`src/rtl/pac_pkg.sv`:
```
// pac_pkg: direction and FSM state types, grid limits and the opposite() helper
package pac_pkg;
    typedef enum logic [1:0] {UP = 2'd0, DOWN = 2'd1, LEFT = 2'd2, RIGHT = 2'd3} dir_t;
    typedef enum logic {AT_CELL = 1'b0, IN_STEP = 1'b1} state_t;
    localparam logic [4:0] GRID_MAX_X = 5'd13;
    localparam logic [4:0] GRID_MAX_Y = 5'd13;
    function automatic dir_t opposite(input dir_t d);
        return dir_t'(d ^ 2'b01);
    endfunction
endpackage

```
`src/rtl/pac_neighbor.sv`:
```
// pac_neighbor: cell one step away in a direction; PAC_TUNNEL_EN adds the X=0 <-> X=13 wrap
module pac_neighbor
    import pac_pkg::*;
(
    input  logic [4:0] x,
    input  logic [4:0] y,
    input  logic [1:0] dir,
    output logic [4:0] nx,
    output logic [4:0] ny
);
`ifdef PAC_TUNNEL_EN
    localparam bit TUNNEL = 1'b1;
`else
    localparam bit TUNNEL = 1'b0;
`endif
    assign ny = dir == UP ? y - 5'd1 : dir == DOWN ? y + 5'd1 : y;
    assign nx = dir == LEFT  ? (TUNNEL && x == 5'd0 ? GRID_MAX_X : x - 5'd1) :
                dir == RIGHT ? (TUNNEL && x == GRID_MAX_X ? 5'd0 : x + 5'd1) : x;
endmodule

```
`src/rtl/pac_mover.sv`:
```
// pac_mover: cell-by-cell sprite mover with buffered turns and mid-step reversal
// PAC_TUNNEL_EN: column 0 always opens leftward and wraps to column 13 (and back)
module pac_mover
    import pac_pkg::*;
#(
    parameter logic [4:0] START_X  = 5'd6,
    parameter logic [4:0] START_Y  = 5'd9,
    parameter int         CELL_PIX = 16
) (
    input  logic       Clk,
    input  logic       Reset,
    input  logic       frame_tick,
    input  logic       enable,
    input  logic       dir_req_valid,
    input  logic [1:0] dir_req,
    input  logic       check_left,
    input  logic       check_right,
    input  logic       check_up,
    input  logic       check_down,
    output logic [4:0] query_X,
    output logic [4:0] query_Y,
    output logic [4:0] cell_X,
    output logic [4:0] cell_Y,
    output logic [3:0] sub_off,
    output logic [1:0] facing,
    output logic       moving,
    output logic       step_done
);
    localparam logic [3:0] LAST = 4'(CELL_PIX - 1);
    localparam logic [4:0] PIX  = 5'(CELL_PIX);
    state_t     state, state_nxt;
    dir_t       face_q, face_n, pend_dir, pend_dir_n;
    logic       pend_vld, pend_vld_n, mov_n, done_n;
    logic [4:0] cx_n, cy_n, nb_x, nb_y;
    logic [3:0] sub_n, chk;
    logic       go, tun_left, take_pend, cont, rev, last;

    pac_neighbor u_nb (
        .x  (cell_X),
        .y  (cell_Y),
        .dir(face_q),
        .nx (nb_x),
        .ny (nb_y)
    );

`ifdef PAC_TUNNEL_EN
    assign tun_left = cell_X == 5'd0;
`else
    assign tun_left = 1'b0;
`endif

    assign query_X   = cell_X;
    assign query_Y   = cell_Y;
    assign facing    = face_q;
    assign go        = frame_tick & enable;
    assign chk       = {check_right, check_left | tun_left, check_down, check_up};
    assign take_pend = pend_vld & chk[pend_dir];
    assign cont      = moving & chk[face_q];
    assign rev       = pend_vld & (pend_dir == opposite(face_q));
    assign last      = sub_off == LAST;

    always_ff @(posedge Clk) begin
        if (Reset) state <= AT_CELL;
        else       state <= state_nxt;
    end

    always_comb begin
        state_nxt = state;
        if (go && state == AT_CELL && (take_pend || cont)) state_nxt = IN_STEP;
        else if (go && state == IN_STEP && !rev && last)   state_nxt = AT_CELL;
    end

    // Tick handling happens before the request load, so a same-cycle request waits for the next tick
    always_comb begin
        cx_n       = cell_X;
        cy_n       = cell_Y;
        sub_n      = sub_off;
        face_n     = face_q;
        mov_n      = moving;
        pend_vld_n = pend_vld;
        pend_dir_n = pend_dir;
        done_n     = 1'b0;
        if (go && state == AT_CELL) begin
            if (take_pend) begin
                face_n     = pend_dir;
                pend_vld_n = 1'b0;
                sub_n      = 4'd1;
                mov_n      = 1'b1;
            end else if (cont) begin
                sub_n = 4'd1;
            end else begin
                mov_n = 1'b0;
            end
        end else if (go) begin
            if (rev) begin
                // Re-anchor on the cell ahead so sub_off stays measured toward the new facing
                cx_n       = nb_x;
                cy_n       = nb_y;
                sub_n      = 4'(PIX - {1'b0, sub_off});
                face_n     = opposite(face_q);
                pend_vld_n = 1'b0;
            end else if (last) begin
                cx_n   = nb_x;
                cy_n   = nb_y;
                sub_n  = 4'd0;
                done_n = 1'b1;
            end else begin
                sub_n = sub_off + 4'd1;
            end
        end
        if (enable && dir_req_valid) begin
            pend_vld_n = 1'b1;
            pend_dir_n = dir_t'(dir_req);
        end
    end

    always_ff @(posedge Clk) begin
        if (Reset) begin
            cell_X    <= START_X;
            cell_Y    <= START_Y;
            sub_off   <= 4'd0;
            face_q    <= LEFT;
            moving    <= 1'b0;
            pend_vld  <= 1'b0;
            pend_dir  <= LEFT;
            step_done <= 1'b0;
        end else begin
            cell_X    <= cx_n;
            cell_Y    <= cy_n;
            sub_off   <= sub_n;
            face_q    <= face_n;
            moving    <= mov_n;
            pend_vld  <= pend_vld_n;
            pend_dir  <= pend_dir_n;
            step_done <= done_n;
        end
    end
endmodule

```
`config.mk`:
```
export PLATFORM = sky130hd
export DESIGN_NAME = pac_mover
export DESIGN_NICKNAME = d
export VERILOG_FILES = /design/src/rtl/pac_pkg.sv /design/src/rtl/pac_neighbor.sv /design/src/rtl/pac_mover.sv
export SDC_FILE = /design/constraint.sdc
export NUM_CORES = 1
export LEC_CHECK = 0
export CORE_ASPECT_RATIO = 0.6
export CORE_MARGIN = 10
export CORE_UTILIZATION = 40
export CTS_CLUSTER_SIZE = 28
export DETAILED_ROUTE_END_ITERATION = 7
export GPL_TIMING_DRIVEN = 0
export PLACE_DENSITY = 0.71
export SYNTH_ARGS = -nofsm -noshare
export SYNTH_HDL_FRONTEND = slang
export SYNTH_SLANG_ARGS = --single-unit
```
`constraint.sdc`:
```
create_clock -name Clk -period 2.2 [get_ports Clk]
set_input_delay 0.44 -clock Clk [delete_from_list [all_inputs] [get_ports Clk]]
set_output_delay 0.44 -clock Clk [all_outputs]
set_load 0.01 [all_outputs]
```
==> metrics.md <==
| Metric | Value |
|---|---|
| Status | finished, final reports clean |
| TritonCTS clock tree | done |
| Syn. warnings | 0 |
| R2R Path Start | facing[0] |
| Clock share of power | about 37% |
| Max-cap violations | 0 |
| Final Hold Slack | ~0.54 ns |
| DP Wirelength | around 3000 µm |
| NumNets Final | between 200 and 250 |
| Worst path required time | about 2.4 ns |
| CP max stage delay | 0.59 ns |
| Hold buffer count at CTS | 0 |
| Total GRT Usage | around an eighth |
| Starting Density | around two fifths |
| Worst-case reg-to-reg path depth | 9 |
| CTS sink cnt | 22 |
| Sequential Power Share | between 50% and 60% |
| Async SR Flop Fraction | 0% |
| First-pass GRT wire length | approximately 6000 µm |
| Syn Nets | approximately 180 |
| Slew HR | 55.2% |
| Lkg Pwr | just under 0.7 nW |
| Die ar. | about 6300 µm² |
| Root Driver | clkbuf_8 |
| Share of layout cells above drive strength 1 | roughly an eighth |
| Psw | between 0.15 and 0.2 mW |
| CTS buffer count | 3 |
| Achievable Freq | between 400 and 500 MHz |
| Worst hold path cell count | 2 |
| Clk_lat worst skew | 0.26 ns |
| Tmin final | about 2 ns |
| Arr. time, crit path | around 2.2 ns |
| Worst-path clk slew | roughly 0.08 ns |
| Die H | 65.4 µm |
| Pint | between 0.6 and 0.7 mW |
| Cell family with most CP delay | buffers and inverters |
| Post-placement cell count | approximately 250 |
| Drt first-iter violations | around 120 |
| CTS max path bufs | 2 |
| Diodes inserted | 0 |
| WS Path Type | input pin to flop |
| Sw Ratio | around 23% |
| Startpoint Class | input pin |
| Die X | between 90 and 100 µm |
| Post-CTS Setup Bufs | 0 |
| I/O pins | 39 |
| DRC viols | 0 |
| Top-count cell post-synth | dfxtp_1 |
| RSZ-0062 raised after global routing | no |
| Number of synthesized flops with an enable pin | 0 |
| Worst-margin pin slew | between 0.6 and 0.7 ns |
| Most frequent cells after synthesis | dfxtp_1, nand2_1, nor2_1 |
| Crit path buffers/inverters | 2 |
| Comb pwr share | 10.5% |
| Antenna-violating nets left | 0 |
| # port buffers | 38 |
| Worst path slowest cell | clkdlybuf4s50_1 |
| Cell variety after synth | between 40 and 50 |
| Crit path max fanout | 6 |
| Vias | 1308 |
| Synthesized cell area | 1380 µm² |
| Dominant cell type by area after synthesis | dfxtp_1 |
| Ys flop type | dfxtp_1 |
| Vias in the first global route | approximately 1300 |
| Detailed Routing Iterations Pass 1 | 4 |
| Worst reg-to-reg setup slack | 0.24 ns |
| Avg Inst Size Synth | about 8.5 µm² |
| Worst setup margin | ~0.17 ns |
| Row Count | 16 |
| Synth top area share | between 30 and 40% |
| Maximum vdd drop | around 280 µV |
| CP cell instances | clkdlybuf4s50_1 > and3_1 > buf_1 > nand2_1 > nor3_1 > xnor2_1 > nand2b_1 |
| Slew Limit Fails | 0 |
| Final Hold Fails | 0 |
| Fillers | 292 |
| Post_cts resized | 0 |
| Vias/cell | 5.25 |
| Fin crit share | about 92% |
| Gate Count Post-Synth | 162 |
| Hold Path Origin | state |
| Placement Setup Slack | -0.152 ns |
| WHS Endpoint | state |
| Area grow syn2layout | 36.9% |
| Initial antenna violation count | 0 |
| Max Clock Skew | between 0.006 and 0.007 ns |
| Final WL | 3770 µm |
| Non-Filler Instances | about 250 |
| WL/cell | 15.1 µm |
| Setup Viol. Count Final | 0 |
| Sequential share of the synthesized area | around 32% |
| Worst setup EP type | flop |
| Htree depth | 1 |
| Dominant cells by area after synthesis | dfxtp_1, xnor2_1, mux2i_1 |
| Grt total ovfl | 0 |
| Seq cells post-synth | 22 |
| Pwr dens | 414 nW/µm² |
| GPL Wtd Cong | 0.821 |
| Reg-to-Reg End | cell_X[4] |
| Core area | 3280 µm² |
| Maximum number of pins on one net before global-route repair | 13 |
| Hold Crit Class | flop to flop |
-- registers in the layout, indices dropped and copies added, names as in the netlist --
name / cells
moving: 1
step_done: 1
pend_dir: 2
cell_X: 5
cell_Y: 5
pend_vld: 1
facing: 2
sub_off: 4
state: 1
-- worst max path at each step --
stage	start	slack [ns]	cells after the start	end
CTS	facing[1]	0.07	9	cell_Y[4]
floorplan	facing[1]	0.30	9	cell_Y[4]
global placement	enable	-0.08	7	cell_X[1]
finish	enable	0.17	7	cell_X[2]
detailed placement	enable	-0.15	7	cell_X[1]
global route	enable	0.02	7	cell_X[2]
-- placed cells by master, fill, tap and decap left out, types with 2 or more instances in the layout --
| cell type | synthesis | final |
|---|---|---|
| a211oi_1 | 2 | 2 |
| nor3_1 | 3 | 3 |
| nor2_1 | 13 | 12 |
| dfxtp_1 | 22 | 21 |
| nand3_1 | 6 | 6 |
| xnor2_1 | 10 | 10 |
| nor2b_1 | 2 | 2 |
| buf_6 | 2 | 2 |
| clkbuf_8 | 0 | 4 |
| buf_4 | 10 | 10 |
| clkbuf_1 | 2 | 2 |
| inv_1 | 3 | 3 |
| and3_1 | 4 | 4 |
| a22oi_1 | 2 | 2 |
| clkdlybuf4s50_1 | 0 | 38 |
| a21oi_1 | 9 | 9 |
| nand2b_1 | 4 | 4 |
| o22ai_1 | 2 | 2 |
| a211o_1 | 5 | 5 |
| a31oi_1 | 5 | 5 |
| mux2i_1 | 8 | 8 |
| nand2_1 | 14 | 14 |
| ha_1 | 5 | 5 |
| o21ai_0 | 6 | 6 |
| nand4_1 | 3 | 3 |
-- tightest hold or removal path, cell delays in order, from the launching register on --
cell and delay, ns:
dfxtp_1 0.35, o21ai_0 0.08, a21oi_1 0.06
-- final cells by class --
type                       instances  area, µm²  share of cell area (%)
buffer                            16        114                    6.05
tap                               45       56.3                    2.99
multi-input combinational        121        823                    43.8
timing repair buffer              38        380                    20.2
sequential                        22        442                    23.5
clock buffer                       4       55.1                    2.93
inverter                           3       11.3                   0.598
-- cell families after synthesis --
kind of cell	synth area share [%]
and+or+nand+nor	22.2
AOI/OAI and AO/OA	18.1
DFF	32.0
buffers and inverters	9.10
xor gates and xnor gates	8.19
muxes	5.82
adders and majority gates	4.55
-- power groups by stage --
| stage | clock network [mW] | logic, mW | registers (mW) |
|---|---|---|---|
| 2_1_floorplan | 0 | 0.0431 | 0.419 |
| 4_1_cts | 0.293 | 0.0810 | 0.410 |
| 3_5_place_dp | 0 | 0.0803 | 0.420 |
| 6_report | 0.286 | 0.0819 | 0.411 |
| 3_3_place_gp | 0 | 0.0769 | 0.419 |
| 5_1_grt | 0.310 | 0.0889 | 0.412 |
-- metrics by stage --
| step | total power [mW] | utilization (%) | setup TNS [ns] | area [µm²] |
|---|---|---|---|---|
| after floorplan | 0.462 | - | 0 | 1380 |
| after global placement | 0.496 | 55.2 | -0.132 | 1810 |
| after detailed placement | 0.500 | 55.2 | -0.327 | 1810 |
| after CTS | 0.784 | 56.9 | 0 | 1870 |
| after global routing | 0.811 | 57.3 | 0 | 1880 |
| final | 0.778 | 57.3 | 0 | 1880 |
-- metal layers --
layer	wire length [µm]	track usage [%]	share of wire, %
met5	0	0	0
met3	283	3.85	7.5
met1	1670	14.9	44
met4	36	3.85	0.95
met2	1780	18.6	47
(Power assumes the default switching activity.)
